[config.mk]
export PLATFORM = sky130hd
export DESIGN_NAME = if_stage_flat
export DESIGN_NICKNAME = d
export VERILOG_FILES = /design/src/rtl/if_stage_if.sv /design/src/rtl/if_stage.sv /design/src/flat_wrapper.sv
export SDC_FILE = /design/constraint.sdc
export NUM_CORES = 1
export LEC_CHECK = 0
export ABC_AREA = 0
export BUFFER_PORTS_ARGS = -buffer_cell sky130_fd_sc_hd__buf_2
export CAP_MARGIN = 30
export CORE_MARGIN = 2
export CORE_UTILIZATION = 47
export CTS_CLUSTER_DIAMETER = 30
export DETAILED_ROUTE_END_ITERATION = 8
export PLACE_DENSITY = 0.76
export SLEW_MARGIN = 25
export SYNTH_ARGS = -nofsm -noshare
export SYNTH_HDL_FRONTEND = slang
export SYNTH_SLANG_ARGS = --single-unit
[constraint.sdc]
create_clock -name clk -period 1.75 [get_ports clk]
set_input_delay 0.2625 -clock clk [delete_from_list [all_inputs] [get_ports clk]]
set_output_delay 0.2625 -clock clk [all_outputs]
set_load 0.01 [all_outputs]
[src/rtl/if_stage_if.sv]
// ============================================================================
//  if_stage_if
//  Fetch-stage bundle: hazard/redirect controls, I-cache port, IF/ID outputs.
//  Revision: 1.0
// ============================================================================
`default_nettype none

interface if_stage_if;
    logic        PCWrite;
    logic        if_id_Write;
    logic        dcache_stall;
    logic        redirect_valid;
    logic [31:0] redirect_pc;
    logic        ICACHE_ren;
    logic [29:0] ICACHE_addr;
    logic [31:0] ICACHE_rdata;
    logic        ICACHE_stall;
    logic [31:0] if_id_pc_plus4;
    logic [31:0] if_id_inst;
    logic        if_id_valid;
    logic [4:0]  if_id_rs;
    logic [4:0]  if_id_rt;
    logic [5:0]  opcode_ID;

    modport master (
        input  PCWrite, if_id_Write, dcache_stall, redirect_valid, redirect_pc,
        input  ICACHE_rdata, ICACHE_stall,
        output ICACHE_ren, ICACHE_addr,
        output if_id_pc_plus4, if_id_inst, if_id_valid, if_id_rs, if_id_rt, opcode_ID
    );

    modport slave (
        output PCWrite, if_id_Write, dcache_stall, redirect_valid, redirect_pc,
        output ICACHE_rdata, ICACHE_stall,
        input  ICACHE_ren, ICACHE_addr,
        input  if_id_pc_plus4, if_id_inst, if_id_valid, if_id_rs, if_id_rt, opcode_ID
    );
endinterface

`default_nettype wire

[src/rtl/if_stage.sv]
// ============================================================================
//  if_stage
//  MIPS instruction fetch (PC, I-cache request) and IF/ID pipeline register.
//  Revision: 1.0
// ============================================================================
`default_nettype none

module if_stage #(
    parameter logic [31:0] RESET_PC = 32'h0000_0000
) (
    input  logic         clk,
    input  logic         rst,
    if_stage_if.master   bus
);

    localparam logic [0:0] S_FETCH = 1'b0;
    localparam logic [0:0] S_DRAIN = 1'b1;

    logic [0:0]  state_q,   state_d;
    logic [31:0] pc_q,      pc_d;
    logic [31:0] pend_pc_q, pend_pc_d;
    logic [31:0] pc4_q,     pc4_d;
    logic [31:0] inst_q,    inst_d;
    logic        valid_q,   valid_d;

    logic        w_accept;
    logic [31:0] w_target;
    logic [31:0] w_pc_plus4;

    // A redirect is only taken when the PC is allowed to move this cycle.
    assign w_accept   = bus.redirect_valid & ~bus.dcache_stall & bus.PCWrite;
    assign w_target   = bus.redirect_pc & 32'hFFFF_FFFC;
    assign w_pc_plus4 = pc_q + 32'd4;

    always_comb begin
        state_d   = state_q;
        pc_d      = pc_q;
        pend_pc_d = pend_pc_q;
        pc4_d     = pc4_q;
        inst_d    = inst_q;
        valid_d   = valid_q;

        if (!bus.dcache_stall) begin
            case (state_q)
                S_FETCH: begin
                    if (w_accept) begin
                        pc4_d   = 32'h0;
                        inst_d  = 32'h0;
                        valid_d = 1'b0;
                        if (bus.ICACHE_stall) begin
                            // Wrong-path miss must complete before the PC moves.
                            pend_pc_d = w_target;
                            state_d   = S_DRAIN;
                        end else begin
                            pc_d = w_target;
                        end
                    end else if (bus.ICACHE_stall) begin
                        if (bus.if_id_Write) begin
                            pc4_d   = 32'h0;
                            inst_d  = 32'h0;
                            valid_d = 1'b0;
                        end
                    end else begin
                        if (bus.PCWrite) begin
                            pc_d = w_pc_plus4;
                        end
                        if (bus.if_id_Write) begin
                            pc4_d   = w_pc_plus4;
                            inst_d  = bus.ICACHE_rdata;
                            valid_d = 1'b1;
                        end
                    end
                end
                default: begin
                    if (w_accept) begin
                        pend_pc_d = w_target;
                    end
                    if (!bus.ICACHE_stall) begin
                        pc_d    = w_accept ? w_target : pend_pc_q;
                        state_d = S_FETCH;
                    end
                    if (bus.if_id_Write) begin
                        pc4_d   = 32'h0;
                        inst_d  = 32'h0;
                        valid_d = 1'b0;
                    end
                end
            endcase
        end
    end

    always_ff @(posedge clk) begin
        if (rst) begin
            state_q   <= S_FETCH;
            pc_q      <= RESET_PC;
            pend_pc_q <= 32'h0;
            pc4_q     <= 32'h0;
            inst_q    <= 32'h0;
            valid_q   <= 1'b0;
        end else begin
            state_q   <= state_d;
            pc_q      <= pc_d;
            pend_pc_q <= pend_pc_d;
            pc4_q     <= pc4_d;
            inst_q    <= inst_d;
            valid_q   <= valid_d;
        end
    end

    assign bus.ICACHE_ren     = ~rst;
    assign bus.ICACHE_addr    = pc_q[31:2];
    assign bus.if_id_pc_plus4 = pc4_q;
    assign bus.if_id_inst     = inst_q;
    assign bus.if_id_valid    = valid_q;
    assign bus.if_id_rs       = inst_q[25:21];
    assign bus.if_id_rt       = inst_q[20:16];
    assign bus.opcode_ID      = inst_q[31:26];

endmodule

`default_nettype wire

[src/flat_wrapper.sv]
// flat-port wrapper written by rule: the top's interface ports become plain ports
module if_stage_flat 
#(
    parameter logic [31:0] RESET_PC = 32'h0000_0000
)
  (clk, rst, bus_PCWrite, bus_if_id_Write, bus_dcache_stall, bus_redirect_valid, bus_redirect_pc, bus_ICACHE_rdata, bus_ICACHE_stall, bus_ICACHE_ren, bus_ICACHE_addr, bus_if_id_pc_plus4, bus_if_id_inst, bus_if_id_valid, bus_if_id_rs, bus_if_id_rt, bus_opcode_ID);
  if_stage_if bus_i ();
  input  logic clk;
  input  logic rst;
  input wire logic [$bits(bus_i.PCWrite)-1:0] bus_PCWrite;
  input wire logic [$bits(bus_i.if_id_Write)-1:0] bus_if_id_Write;
  input wire logic [$bits(bus_i.dcache_stall)-1:0] bus_dcache_stall;
  input wire logic [$bits(bus_i.redirect_valid)-1:0] bus_redirect_valid;
  input wire logic [$bits(bus_i.redirect_pc)-1:0] bus_redirect_pc;
  input wire logic [$bits(bus_i.ICACHE_rdata)-1:0] bus_ICACHE_rdata;
  input wire logic [$bits(bus_i.ICACHE_stall)-1:0] bus_ICACHE_stall;
  output wire logic [$bits(bus_i.ICACHE_ren)-1:0] bus_ICACHE_ren;
  output wire logic [$bits(bus_i.ICACHE_addr)-1:0] bus_ICACHE_addr;
  output wire logic [$bits(bus_i.if_id_pc_plus4)-1:0] bus_if_id_pc_plus4;
  output wire logic [$bits(bus_i.if_id_inst)-1:0] bus_if_id_inst;
  output wire logic [$bits(bus_i.if_id_valid)-1:0] bus_if_id_valid;
  output wire logic [$bits(bus_i.if_id_rs)-1:0] bus_if_id_rs;
  output wire logic [$bits(bus_i.if_id_rt)-1:0] bus_if_id_rt;
  output wire logic [$bits(bus_i.opcode_ID)-1:0] bus_opcode_ID;
  assign bus_i.PCWrite = bus_PCWrite;
  assign bus_i.if_id_Write = bus_if_id_Write;
  assign bus_i.dcache_stall = bus_dcache_stall;
  assign bus_i.redirect_valid = bus_redirect_valid;
  assign bus_i.redirect_pc = bus_redirect_pc;
  assign bus_i.ICACHE_rdata = bus_ICACHE_rdata;
  assign bus_i.ICACHE_stall = bus_ICACHE_stall;
  assign bus_ICACHE_ren = bus_i.ICACHE_ren;
  assign bus_ICACHE_addr = bus_i.ICACHE_addr;
  assign bus_if_id_pc_plus4 = bus_i.if_id_pc_plus4;
  assign bus_if_id_inst = bus_i.if_id_inst;
  assign bus_if_id_valid = bus_i.if_id_valid;
  assign bus_if_id_rs = bus_i.if_id_rs;
  assign bus_if_id_rt = bus_i.if_id_rt;
  assign bus_opcode_ID = bus_i.opcode_ID;
  if_stage #(.RESET_PC(RESET_PC)) u_core (.clk(clk), .rst(rst), .bus(bus_i));
endmodule
=== Yosys cells after proc, flatten, opt, wreduce, memory -nomap -nowiden ===
Index checks and enable logic that the tools add are counted.
Widths: inputs -> output; s select.

* Register bits: 130
* Input bits: 71
* Output and inout port bits: 112
* Logic and storage cells: 47

* Add/sub/neg operators: 1
* Multiplexer cells: 28
* Bitwise gates (word level): 5
* Reduce and logical (&&, ||, !) cells: 7

{| class="wikitable"
|+ Operator list
! operator !! count
|-
| $mux 32 || 20
|-
| $add 32x3->32 const B || 1
|-
| $mux 1 || 8
|-
| $reduce_and 3->1 || 2
|-
| $reduce_bool 2->1 || 2
|-
| $reduce_bool 4->1 || 1
|-
| $not 1->1 || 3
|-
| $reduce_bool 3->1 || 1
|-
| $and 1x1->1 || 2
|-
| $reduce_and 2->1 || 1
|}

=== Longest topological paths before layout ===
Gate-level depths: netlist of run 1.

* Depth after elaboration: 6
* Depth in mapped cells: 8
* Depth with buffers taken out: 6

=== Worst setup path before layout of run 1 ===
OpenSTA, ideal clock, no wires.

* Path kind: register to register
* Start point: register u_core.pc_q[2]
* End point: register u_core.pc_q[24]
* Setup time: 76 ps
* Data arrival time: 1,648 ps
* Required time: 1,674 ps
* Slack: 26 ps
* Stages on the path, launching flop included: 7
* Path buffers: 0
* Period minus slack after synthesis: 1,724 ps
* Cells stage by stage: dfxtp_1 -> ha_1 -> nand2_1 -> nor3_2 -> nand2_1 -> o41a_1 -> o22ai_1

* Word-level cells in the longest chain between the ends: 5

{| class="wikitable"
|+ RTL lines
! element !! line !! text
|-
| start, declared || if_stage.sv:20 || <nowiki>logic [31:0] pc_q, pc_d;</nowiki>
|-
| start signal, assigned || if_stage.sv:102 || <nowiki>pc_q <= pc_d;</nowiki>
|-
| $add 32x3->32 || if_stage.sv:33 || <nowiki>assign w_pc_plus4 = pc_q + 32'd4;</nowiki>
|-
| $mux 32 || if_stage.sv:64 || <nowiki>if (bus.PCWrite) begin</nowiki>
|-
| $mux 32 || if_stage.sv:57 || <nowiki>end else if (bus.ICACHE_stall) begin</nowiki>
|-
| $mux 32 || if_stage.sv:46 || <nowiki>if (w_accept) begin</nowiki>
|-
| $mux 32 || if_stage.sv:44 || <nowiki>case (state_q)</nowiki>
|}

Every way passes these cells. The select of a mux whose other input is x is not followed.
A chain may end at the register's enable or synchronous reset.

=== Final worst setup path of run 1 ===
* Start point: register u_core.pc_q[3]
* End point: register u_core.pc_q[16]

The elaborated chain is that of the path after synthesis.

==> results by group, run 1 <==
Logic synthesis
  – Synth Area in Adders: 0.00196
  – Simple-Gate Fraction of Synth Area: 0.206
  – Number of warnings printed during yosys synthesis: 0
  – Gate count of the mapped netlist: 784
  – Most common flop cell mapped by yosys: dfxtp_1
  – Mux share of post-synthesis cell area: 0.00942
  – Total standard cell area after synthesis: 0.00638 mm²
  – Dominant combinational cell family by area after synthesis: compound AO/OA/AOI/OAI gates
  – Portion of the post-synthesis area used by sequential elements: 0.408
  – Unique masters post-synth: 57
  – Number of synthesized flops with an enable pin: 0
  – Synth Area in Compound Gates: 0.240
  – Synthesized flop and latch total: 130
  – Net count after synthesis: 856
  – Mean cell area of the mapped netlist: 8.13 µm²
  – XOR/XNOR share of the synthesized area: 0.0330
  – Async set or reset register ratio after synthesis: 0

Timing
  – Setup slack of the critical path after layout: -0.0386 ns
  – Final critical path time including I/O delays and setup: 1.79 ns
  – Highest clock frequency the design can meet: ~0.56 GHz
  – Count of final setup violators: 3
  – Worst slew margin: 0.738
  – Least-Margin Pin Slew: 0.392 ns
  – Setup repair after global routing missed its margin: yes
  – Worst Clk Skew: 0.0109 ns
  – Number of max-slew violations in the final report: 0
  – Total count of hold-check failures in the final report: 0
  – WHS: a little over 0.08 ns
  – Final Cycle Share: 1.02

Critical path
  – Crit path cell chain: ha_4, buf_6, nand4_1, nor4_1, buf_4, o21ai_2, a22oi_1, nor2_1
  – CP max-delay cell: dfxtp_4
  – Worst Path Max Fanout: 5
  – Startpoint of the most critical register-to-register path: u_core.pc_q[3]
  – Start-to-end type of the worst setup path: reg -> reg
  – Required time worst endpoint: 2.06 ns
  – Worst setup EP type: flop
  – Timing startpoint of the critical path: u_core.pc_q[3]
  – Startpoint type of the worst setup path: flop
  – Peak per-stage delay on the critical path: 0.38 ns
  – Worst EP arrival: approximately 2.1 ns

Route
  – Remaining design rule violation count: 0
  – WL/cell: about 18 µm
  – Detailed-route via count: 6683
  – Drt pass-1 iters: 5
  – Wirelength, routed: 20.3 mm
  – Violation count after the first detailed-routing iteration: 740
  – Number of antenna-violating nets in the routed design: 0
  – Routed via count divided by cell count: approximately 5.8

Clock network
  – Reg clk slew, reported paths: around 0.06 ns
  – Insertion delay to the later sink of the worst-skew pair: 0.43 ns
  – Total clock buffers created by CTS: 17
  – Clock Root Buffer: clkbuf_16
  – Sink count of the clock tree: 130
  – H-tree level count: 4
  – Clock Tree Buf Depth: 2
  – CTS tree: built

Floorplan
  – Height of the die: 120 µm
  – Die outline width: 120 µm
  – Row Count: 42
  – Die Outline Area: 0.0145 mm²
  – Initial standard-cell utilization of the core: 0.482
  – IO Pins: roughly 180
  – Std-Cell Core Area: 0.0132 mm²

Hold path
  – Worst hold path type: in -> reg
  – Startpoint of the lowest-slack hold path: bus_redirect_pc[9]

Cells and area
  – Layout Area Growth over Synthesis: 32.5%
  – Final non-filler cell total: 1156
  – Layout cell share with drive strength beyond 1: 0.358
  – Post-layout nets: 1039
  – Antenna diode instance count: 0

Place
  – Placed insts: 1113
  – # port buffers: 180
  – Detailed-placement wirelength estimate: ~14 mm
  – Last weighted congestion value of the routability-driven placer: 0.961
  – Worst setup slack after placement: -0.0536 ns

Global route
  – Global route total overflow: 0
  – Pin count of the biggest net entering global routing: 51
  – Wire length of the first global-routing pass: 30.7 mm
  – Via count of the first global-routing pass: 5832
  – Initial antenna violation count: 0
  – Total track usage: 0.270

Pwr
  – Portion of total power attributed to combinational logic: 0.100
  – Switch share: 0.253
  – Switching power total: 1.86 mW
  – Post-layout total power: roughly 7.4 mW
  – Power per cell area: 871 mW/mm²
  – Clock group share of total power: 0.483
  – Internal Pwr Total: 5.50 mW
  – Leak: approximately 3.7 nW
  – Maximum vdd drop: 0.761 mV
  – Reg power frac: 0.418

Outcome
  – Failing checks: setup timing
  – Outcome: finished with violations

Flow run
  – Max-capacitance violation count: 0
## kinds of logic (layout without fill, tap and decap cells)
family | Yosys count | after routing
AOI/OAI and AO/OA | 232 | 232
xor gates and xnor gates | 24 | 24
adders and majority gates | 1 | 1
buffers and inverters | 120 | 316
DFF | 130 | 130
muxes | 6 | 6
and+or+nand+nor | 271 | 271
## metal layers
metal	wire, µm	track usage
met5	0	0
met4	633	0.115
met3	1980	0.0571
met2	9160	0.409
met1	8530	0.373
## per-stage QoR
step / TNS, ns / util / instance area (µm²)
CTS: 0 / 0.624 / 8260
global placement: -0.0708 / 0.576 / 7630
global route: -0.456 / 0.638 / 8450
floorplan: 0 / - / 6380
detailed placement: -0.225 / 0.576 / 7630
finish: -0.0543 / 0.638 / 8450
## repair_timing
action	in CTS	in global routing
pin swaps	3	13
buffers inserted	1	9
endpoints found under the setup margin	21	51
gates resized for setup	15	28
gates cloned	0	1
endpoints found under the hold margin	0	0
hold buffers	0	0
## final cells by class
type,count,area [µm²]
Tap cell,176,220
Fill cell,1123,4790
Inverter,12,45.0
Timing Repair Buffer,272,1710
Clock inverter,11,130
Clock buffer,21,460
Sequential cell,130,2630
Multi-Input combinational cell,534,3250
## path summary, 6_finish.rpt
| check | endpoint | slack, ns | cells after the start |
|---|---|---|---|
| worst max-delay path | u_core.pc_q[16] | -0.04 | 8 |
| worst min-delay path | u_core.pend_pc_q[9] | 0.08 | 3 |
| worst max register to register | u_core.pc_q[16] | -0.04 | 8 |
| worst min register to register | u_core.pend_pc_q[8] | 0.45 | 2 |
## sequential cells by signal, summed over array words and instances (netlist names)
name                       count
u_core.bus.if_id_pc_plus4     32
u_core.bus.if_id_inst         32
u_core.bus.if_id_valid         1
u_core.pc_q                   32
u_core.pend_pc_q              32
u_core.state_q                 1
## power groups by stage
stage	sequential [mW]	clock, mW	combinational, mW
final	3.07	3.55	0.732
after global routing	3.08	3.70	0.788
after CTS	3.07	3.57	0.712
after detailed placement	3.13	0	0.706
after global placement	3.13	0	0.699
after floorplan	3.15	0	0.376
## critical path: cells and delay by family (launching register included)
kind	cells	cell delay (ns)
flip-flops	1	0.38
AO/OA/AOI/OAI	2	0.22
buffers and inverters	2	0.29
adder cells (fa/ha/maj)	1	0.16
AND/OR/NAND/NOR	3	0.60
## placed cells by master (no fill, tap or decap), types with 6 or more instances in the layout
master,instances
buf_2,180
dfxtp_1,121
nand2_1,95
a21oi_1,88
buf_4,81
nor2_1,65
a22oi_1,41
and3_1,20
nand3_1,20
nand4_1,19
o21ai_0,18
clkbuf_16,17
inv_1,12
nor3_1,12
xor2_1,11
a211oi_1,11
xnor2_1,11
a22o_1,10
buf_12,9
a31oi_1,8
o21a_1,6
mux2i_1,6
dfxtp_4,6
## cells in the mapped netlist, drive strengths merged (10+ instances only)
master  count  area (µm²)
nand3      21         105
a21oi      88         440
xor2       11        96.3
buf        63         432
and3       21         131
nand4      22         174
a211oi     12        95.1
nand2      98         368
inv        12        45.0
nor2       69         259
dfxtp     130        2600
a22oi      41         308
o21ai      22         110
nor3       18         121
clkbuf     45         170
a22o       10        87.6
xnor2      13         114
(Power assumes the default switching activity.)
==> inputs of run 2 (changes only) <==
--- a/config.mk
+++ b/config.mk
@@ -8,11 +8,13 @@
 export ABC_AREA = 0
 export BUFFER_PORTS_ARGS = -buffer_cell sky130_fd_sc_hd__buf_2
 export CAP_MARGIN = 30
+export CORE_ASPECT_RATIO = 2
 export CORE_MARGIN = 2
 export CORE_UTILIZATION = 47
 export CTS_CLUSTER_DIAMETER = 30
 export DETAILED_ROUTE_END_ITERATION = 8
 export PLACE_DENSITY = 0.76
+export REMOVE_ABC_BUFFERS = 1
 export SLEW_MARGIN = 25
 export SYNTH_ARGS = -nofsm -noshare
 export SYNTH_HDL_FRONTEND = slang
==> run 2 against run 1 <==
  * The run still ends with setup timing left
  * Fmax increased by 0.72%
  * Cell area increased by 0.95%
  * Final cell count decreased by 1.4%
  * Total power increased by 5.1%
==> results by group, run 2 (synthesis results as in run 1) <==
Timing
  – Final total negative setup slack: -0.0258 ns (+0.0285 ns)
  – Number of max-slew violations in the final report: 0 (unchanged)
  – Highest clock frequency the design can meet: 0.563 GHz (+0.72%)
  – Final critical path time including I/O delays and setup: 1.78 ns (-0.0128 ns)
  – Setup slack of the critical path after layout: -0.0258 ns (+0.0128 ns)
  – WHS: 0.0911 ns (+0.00959 ns)
  – Least-Margin Pin Slew: 0.442 ns (+0.0495 ns)
  – Setup repair after global routing missed its margin: yes
  – Worst slew margin: 0.702 (-0.0351)
  – Worst Clk Skew: 0.0112 ns (+0.000288 ns)
  – Final Cycle Share: 1.01 (-0.00732)
  – Count of final setup violators: 1 (-2)
  – Total count of hold-check failures in the final report: 0 (unchanged)

Floorplan
  – Initial standard-cell utilization of the core: 0.477 (-0.00433)
  – Row Count: 60 (+43%)
  – Die outline width: 86.4 µm (-28%)
  – IO Pins: 183 (unchanged)
  – Height of the die: 169 µm (+40%)
  – Std-Cell Core Area: 0.0134 mm² (+0.91%)
  – Die Outline Area: 0.0146 mm² (+0.39%)

Pwr
  – Post-layout total power: 7.73 mW (+5.1%)
  – Maximum vdd drop: 0.693 mV (-9.0%)
  – Power per cell area: 907 mW/mm² (+4.1%)
  – Leak: 3.74 nW (+0.75%)

Critical path
  – Startpoint type of the worst setup path: flop
  – Worst EP arrival: 2.12 ns (+0.03 ns)
  – Crit path cell chain: ha_2, nand2_2, nor3_2, buf_4, nand4_1, a31o_2, a21oi_1
  – Peak per-stage delay on the critical path: 0.38 ns (about the same)
  – Required time worst endpoint: 2.09 ns (+0.03 ns)
  – Start-to-end type of the worst setup path: reg -> reg
  – CP max-delay cell: dfxtp_4
  – Worst setup EP type: flop
  – Worst Path Max Fanout: 8 (+3)

Clock network
  – Total clock buffers created by CTS: 17 (unchanged)
  – H-tree level count: 4 (unchanged)
  – Reg clk slew, reported paths: 0.06 ns (about the same)
  – CTS tree: built
  – Clock Tree Buf Depth: 2 (unchanged)
  – Clock Root Buffer: clkbuf_16
  – Number of buffers added to fix hold violations after cts: 0 (unchanged)
  – Sink count of the clock tree: 130 (unchanged)
  – Insertion delay to the later sink of the worst-skew pair: 0.42 ns (about the same)

Cells and area
  – Highest-count cells in the layout ignoring fill and taps: buf_2, dfxtp_1, nand2_1
  – Most frequent standard cell in the layout excluding fill and tap cells: buf_2
  – Antenna diode instance count: 0 (unchanged)
  – Final non-filler cell total: 1140 (-1.4%)
  – Post-layout nets: 1044 (+0.48%)
  – Layout cell share with drive strength beyond 1: 0.365 (+0.00732)
  – Number of filler cells placed in the layout: 1169 (+4.1%)
  – Layout Area Growth over Synthesis: 33.7%

Global route
  – Total track usage: 0.276 (+0.00566)
  – Pin count of the biggest net entering global routing: 84 (+65%)
  – Wire length of the first global-routing pass: 31.7 mm (+3.2%)
  – Via count of the first global-routing pass: 6412 (+9.9%)
  – Global route total overflow: 0 (unchanged)
  – Initial antenna violation count: 0 (unchanged)

Place
  – # port buffers: 180 (unchanged)
  – Worst setup slack after placement: -0.0506 ns (+0.00305 ns)
  – Last weighted congestion value of the routability-driven placer: 0.906 (-5.7%)
  – Placed insts: 1098 (-1.3%)
  – Detailed-placement wirelength estimate: 14.4 mm (+3.5%)

Route
  – WL/cell: 18.4 µm (+4.5%)
  – Wirelength, routed: 20.9 mm (+3.1%)
  – Remaining design rule violation count: 0 (unchanged)
  – Violation count after the first detailed-routing iteration: 483 (-35%)
  – Number of antenna-violating nets in the routed design: 0 (unchanged)
  – Drt pass-1 iters: 5 (unchanged)
  – Routed via count divided by cell count: 5.97 (+3.3%)
  – Detailed-route via count: 6806 (+1.8%)

Outcome
  – Failing checks: setup timing
  – Outcome: finished with violations

Flow run
  – Max-capacitance violation count: 0 (unchanged)

Hold path
  – Worst hold path type: in -> reg
run 2: layout make-up:
cell class	count	area, µm²	area share
clock buffers	20	447	0.0524
clock inverters	12	205	0.0241
inverters	12	45.0	0.00528
multi-input cells	534	3250	0.381
flip-flops and latches	130	2640	0.310
well taps	155	194	0.0227
repair buffers	277	1750	0.205
run 2: critical path, delay by kind of cell (launching register included):
kind | cells | cell delay (ns)
and+or+nand+nor | 3 | 0.48
DFF | 1 | 0.38
adders and majority gates | 1 | 0.23
AOI/OAI and AO/OA | 2 | 0.42
buffers and inverters | 1 | 0.20
run 2: final timing paths:
check                                         start              endpoint  slack, ns  cells past startpoint
worst max register to register       u_core.pc_q[2]       u_core.pc_q[22]      -0.03                      7
worst min register to register  u_core.pend_pc_q[7]   u_core.pend_pc_q[7]       0.45                      2
worst max-delay path                 u_core.pc_q[2]       u_core.pc_q[22]      -0.03                      7
worst min-delay path            bus_redirect_pc[31]  u_core.pend_pc_q[31]       0.09                      3
run 2: report_power, final:
part / internal [mW] / switching, mW
combinational: 0.305 / 0.442
sequential: 3.02 / 0.0491
clock: 2.57 / 1.34
run 2: per-stage QoR:
step,utilization,area (µm²)
global route,0.638,8530
finish,0.638,8530
floorplan,-,5780
global placement,0.572,7640
CTS,0.623,8320
detailed placement,0.572,7650
run 2: what timing repair did:
item / in CTS / in global routing
setup endpoints to repair: 8 / 41
resized for setup: 7 / 41
pin swaps: 0 / 16
setup buffers: 0 / 10
run 2: layer usage:
metal	up-vias	global-route usage	wire length, µm
met3	82	0.0497	1320
li1	3151	-	-
met5	-	0	0
met2	362	0.479	11000
met4	0	0.182	1130
met1	3211	0.298	7510
==> inputs of run 3 (changes only) <==
--- a/config.mk
+++ b/config.mk
@@ -9,8 +9,8 @@
 export BUFFER_PORTS_ARGS = -buffer_cell sky130_fd_sc_hd__buf_2
 export CAP_MARGIN = 30
 export CORE_ASPECT_RATIO = 2
-export CORE_MARGIN = 2
-export CORE_UTILIZATION = 47
+export CORE_MARGIN = 5
+export CORE_UTILIZATION = 49
 export CTS_CLUSTER_DIAMETER = 30
 export DETAILED_ROUTE_END_ITERATION = 8
 export PLACE_DENSITY = 0.76
==> constraint.sdc (replaced) <==
create_clock -name clk -period 2.1 [get_ports clk]
set_input_delay 0.315 -clock clk [delete_from_list [all_inputs] [get_ports clk]]
set_output_delay 0.315 -clock clk [all_outputs]
set_load 0.01 [all_outputs]
==> run 3 against run 2 <==
  * Clock power is 15% lower
  * First-iteration DRC count rose by 3.7%
  * Setup slack improved by 0.16 ns
  * The run now ends clean
==> results by group, run 3 (synthesis results as in run 1) <==
Outcome
  – Outcome: finished clean

Hold path
  – Worst hold path type: in -> reg
  – Hold Path Depth: 3 (unchanged)

Clock network
  – Insertion delay to the later sink of the worst-skew pair: 0.42 ns (about the same)
  – Total clock buffers created by CTS: 17 (unchanged)
  – Reg clk slew, reported paths: 0.06 ns (about the same)
  – Number of gates given a new drive strength after cts: 0 (-7)
  – CTS tree: built
  – Clock Tree Buf Depth: 2 (unchanged)
  – Sink count of the clock tree: 130 (unchanged)
  – Setup fix buffers added after clock tree synthesis: 0 (unchanged)
  – Clock Root Buffer: clkbuf_16
  – H-tree level count: 4 (unchanged)
  – Number of buffers added to fix hold violations after cts: 0 (unchanged)

Route
  – Wirelength, routed: 20.0 mm (-4.6%)
  – Detailed-route via count: 6481 (-4.8%)
  – Number of antenna-violating nets in the routed design: 0 (unchanged)
  – Routed via count divided by cell count: 5.95 (-0.41%)
  – WL/cell: 18.3 µm (-0.22%)
  – Violation count after the first detailed-routing iteration: 501 (+3.7%)
  – Remaining design rule violation count: 0 (unchanged)
  – Drt pass-1 iters: 5 (unchanged)

Timing
  – Setup repair after global routing missed its margin: no
  – Number of max-slew violations in the final report: 0 (unchanged)
  – Least-Margin Pin Slew: 0.577 ns (+0.135 ns)
  – Final total negative setup slack: 0 ns (+0.0258 ns)
  – Worst slew margin: 0.615 (-0.0875)
  – Highest clock frequency the design can meet: 0.509 GHz (-9.6%)
  – Worst Clk Skew: 0.00868 ns (-0.00255 ns)
  – Final Cycle Share: 0.935 (-0.0793)
  – Count of final setup violators: 0 (-1)
  – Total count of hold-check failures in the final report: 0 (unchanged)
  – Final critical path time including I/O delays and setup: 1.96 ns (+0.189 ns)

Floorplan
  – Row Count: 59 (-1.7%)
  – Std-Cell Core Area: 0.0129 mm² (-3.3%)
  – Die outline width: 90.7 µm (+5.0%)
  – IO Pins: 183 (unchanged)
  – Die Outline Area: 0.0155 mm² (+6.6%)
  – Initial standard-cell utilization of the core: 0.494 (+0.0164)
  – Height of the die: 171 µm (+1.5%)

Critical path
  – Required time worst endpoint: 2.41 ns (+0.32 ns)
  – Worst Path Max Fanout: 11 (+3)
  – Number of cells on the worst reg-to-reg path: 5 (-2)
  – Start-to-end type of the worst setup path: reg -> reg
  – Worst EP arrival: 2.28 ns (+0.16 ns)
  – Startpoint type of the worst setup path: flop
  – Worst setup EP type: flop

Cells and area
  – Post-layout nets: 997 (-4.5%)
  – Antenna diode instance count: 0 (unchanged)
  – Layout Area Growth over Synthesis: 25.5%
  – Highest-count cells in the layout ignoring fill and taps: buf_2, dfxtp_1, nand2_1
  – Most frequent standard cell in the layout excluding fill and tap cells: buf_2
  – Number of filler cells placed in the layout: 1171 (+0.17%)
  – Fraction of the core area covered by cells at the end of the flow: 0.620 (-0.0185)
  – Layout cell share with drive strength beyond 1: 0.303 (-0.0627)

Pwr
  – Leak: 3.47 nW (-7.2%)
  – Post-layout total power: 6.45 mW (-17%)
  – Maximum vdd drop: 0.667 mV (-3.7%)
  – Power per cell area: 806 mW/mm² (-11%)

Place
  – # port buffers: 180 (unchanged)
  – Last weighted congestion value of the routability-driven placer: 0.899 (-0.78%)
  – Detailed-placement wirelength estimate: 14.1 mm (-2.6%)

Flow run
  – Max-capacitance violation count: 0 (unchanged)

Global route
  – Met2 track demand over resource: 0.444 (-0.0348)
  – Pin count of the biggest net entering global routing: 115 (+37%)
  – Global route total overflow: 0 (unchanged)
  – Total track usage: 0.251 (-0.0249)
  – Via count of the first global-routing pass: 6262 (-2.3%)
  – M3 GR Usage: 0.0486 (-0.00115)
  – Met1 global-route usage: 0.273 (-0.0247)
  – Wire length of the first global-routing pass: 31.5 mm (-0.63%)
  – Most heavily used metal layer in global routing: met2
  – Initial antenna violation count: 0 (unchanged)
## run 3: changes by cell type in the layout (fill, tap and decap cells not counted), moves of 2 or more
| cell | previous run | this run |
|---|---|---|
| buf_4 | 86 | 45 |
| dfxtp_1 | 114 | 129 |
| dfxtp_2 | 9 | 1 |
| dfxtp_4 | 7 | 0 |
| buf_12 | 9 | 6 |
| nor2_1 | 65 | 68 |
| buf_6 | 2 | 0 |
| clkbuf_8 | 1 | 3 |
| nor2_4 | 2 | 0 |
| nor4_1 | 4 | 6 |
## run 3: cell type report
cell class,count,area [µm²],area share
inverters,12,45.0,0.00563
repair buffers,230,1350,0.169
multi-input cells,534,3140,0.392
clock buffers,21,470,0.0588
clock inverters,11,200,0.0250
well taps,152,190,0.0238
flip-flops and latches,130,2600,0.325
## run 3: power breakdown
group	switching [mW]	internal, mW	leakage (nW)	total [mW]
clock network	1.11	2.21	0.320	3.32
registers	0.0463	2.52	1.05	2.57
logic	0.345	0.221	2.10	0.566
total	1.50	4.95	3.47	6.45
## run 3: routing by layer
metal  routed length [µm]  share of wire
met1                 7200           0.36
met2                10400           0.52
met3                 1420          0.071
met4                  982          0.049
met5                    0              0
## run 3: worst max-delay path, stage by stage, from the launching register on
cell and delay, ns:
dfxtp_1 0.44, and4_1 0.32, and4_1 0.45, nand4_1 0.23
o31a_1 0.29, o32ai_1 0.12
## run 3: final timing paths
path                                      from                           end  slack, ns
setup / recovery                u_core.pc_q[8]               u_core.pc_q[29]       0.14
hold / removal             bus_ICACHE_rdata[4]      u_core.bus.if_id_inst[4]       0.15
setup reg to reg                u_core.pc_q[8]               u_core.pc_q[29]       0.14
hold reg to reg   u_core.bus.if_id_pc_plus4[7]  u_core.bus.if_id_pc_plus4[7]       0.45
## run 3: per-stage QoR
step | hold slack [ns] | setup slack [ns] | area [µm²] | std cells
3_3_place_gp | 0.437 | 0.160 | 7330 | 1058
2_1_floorplan | 0.380 | -0.776 | 5780 | 676
3_5_place_dp | 0.443 | 0.136 | 7330 | 1058
5_1_grt | 0.148 | 0.0320 | 8010 | 1090
4_1_cts | 0.139 | 0.110 | 8000 | 1090
6_report | 0.147 | 0.136 | 8010 | 1090
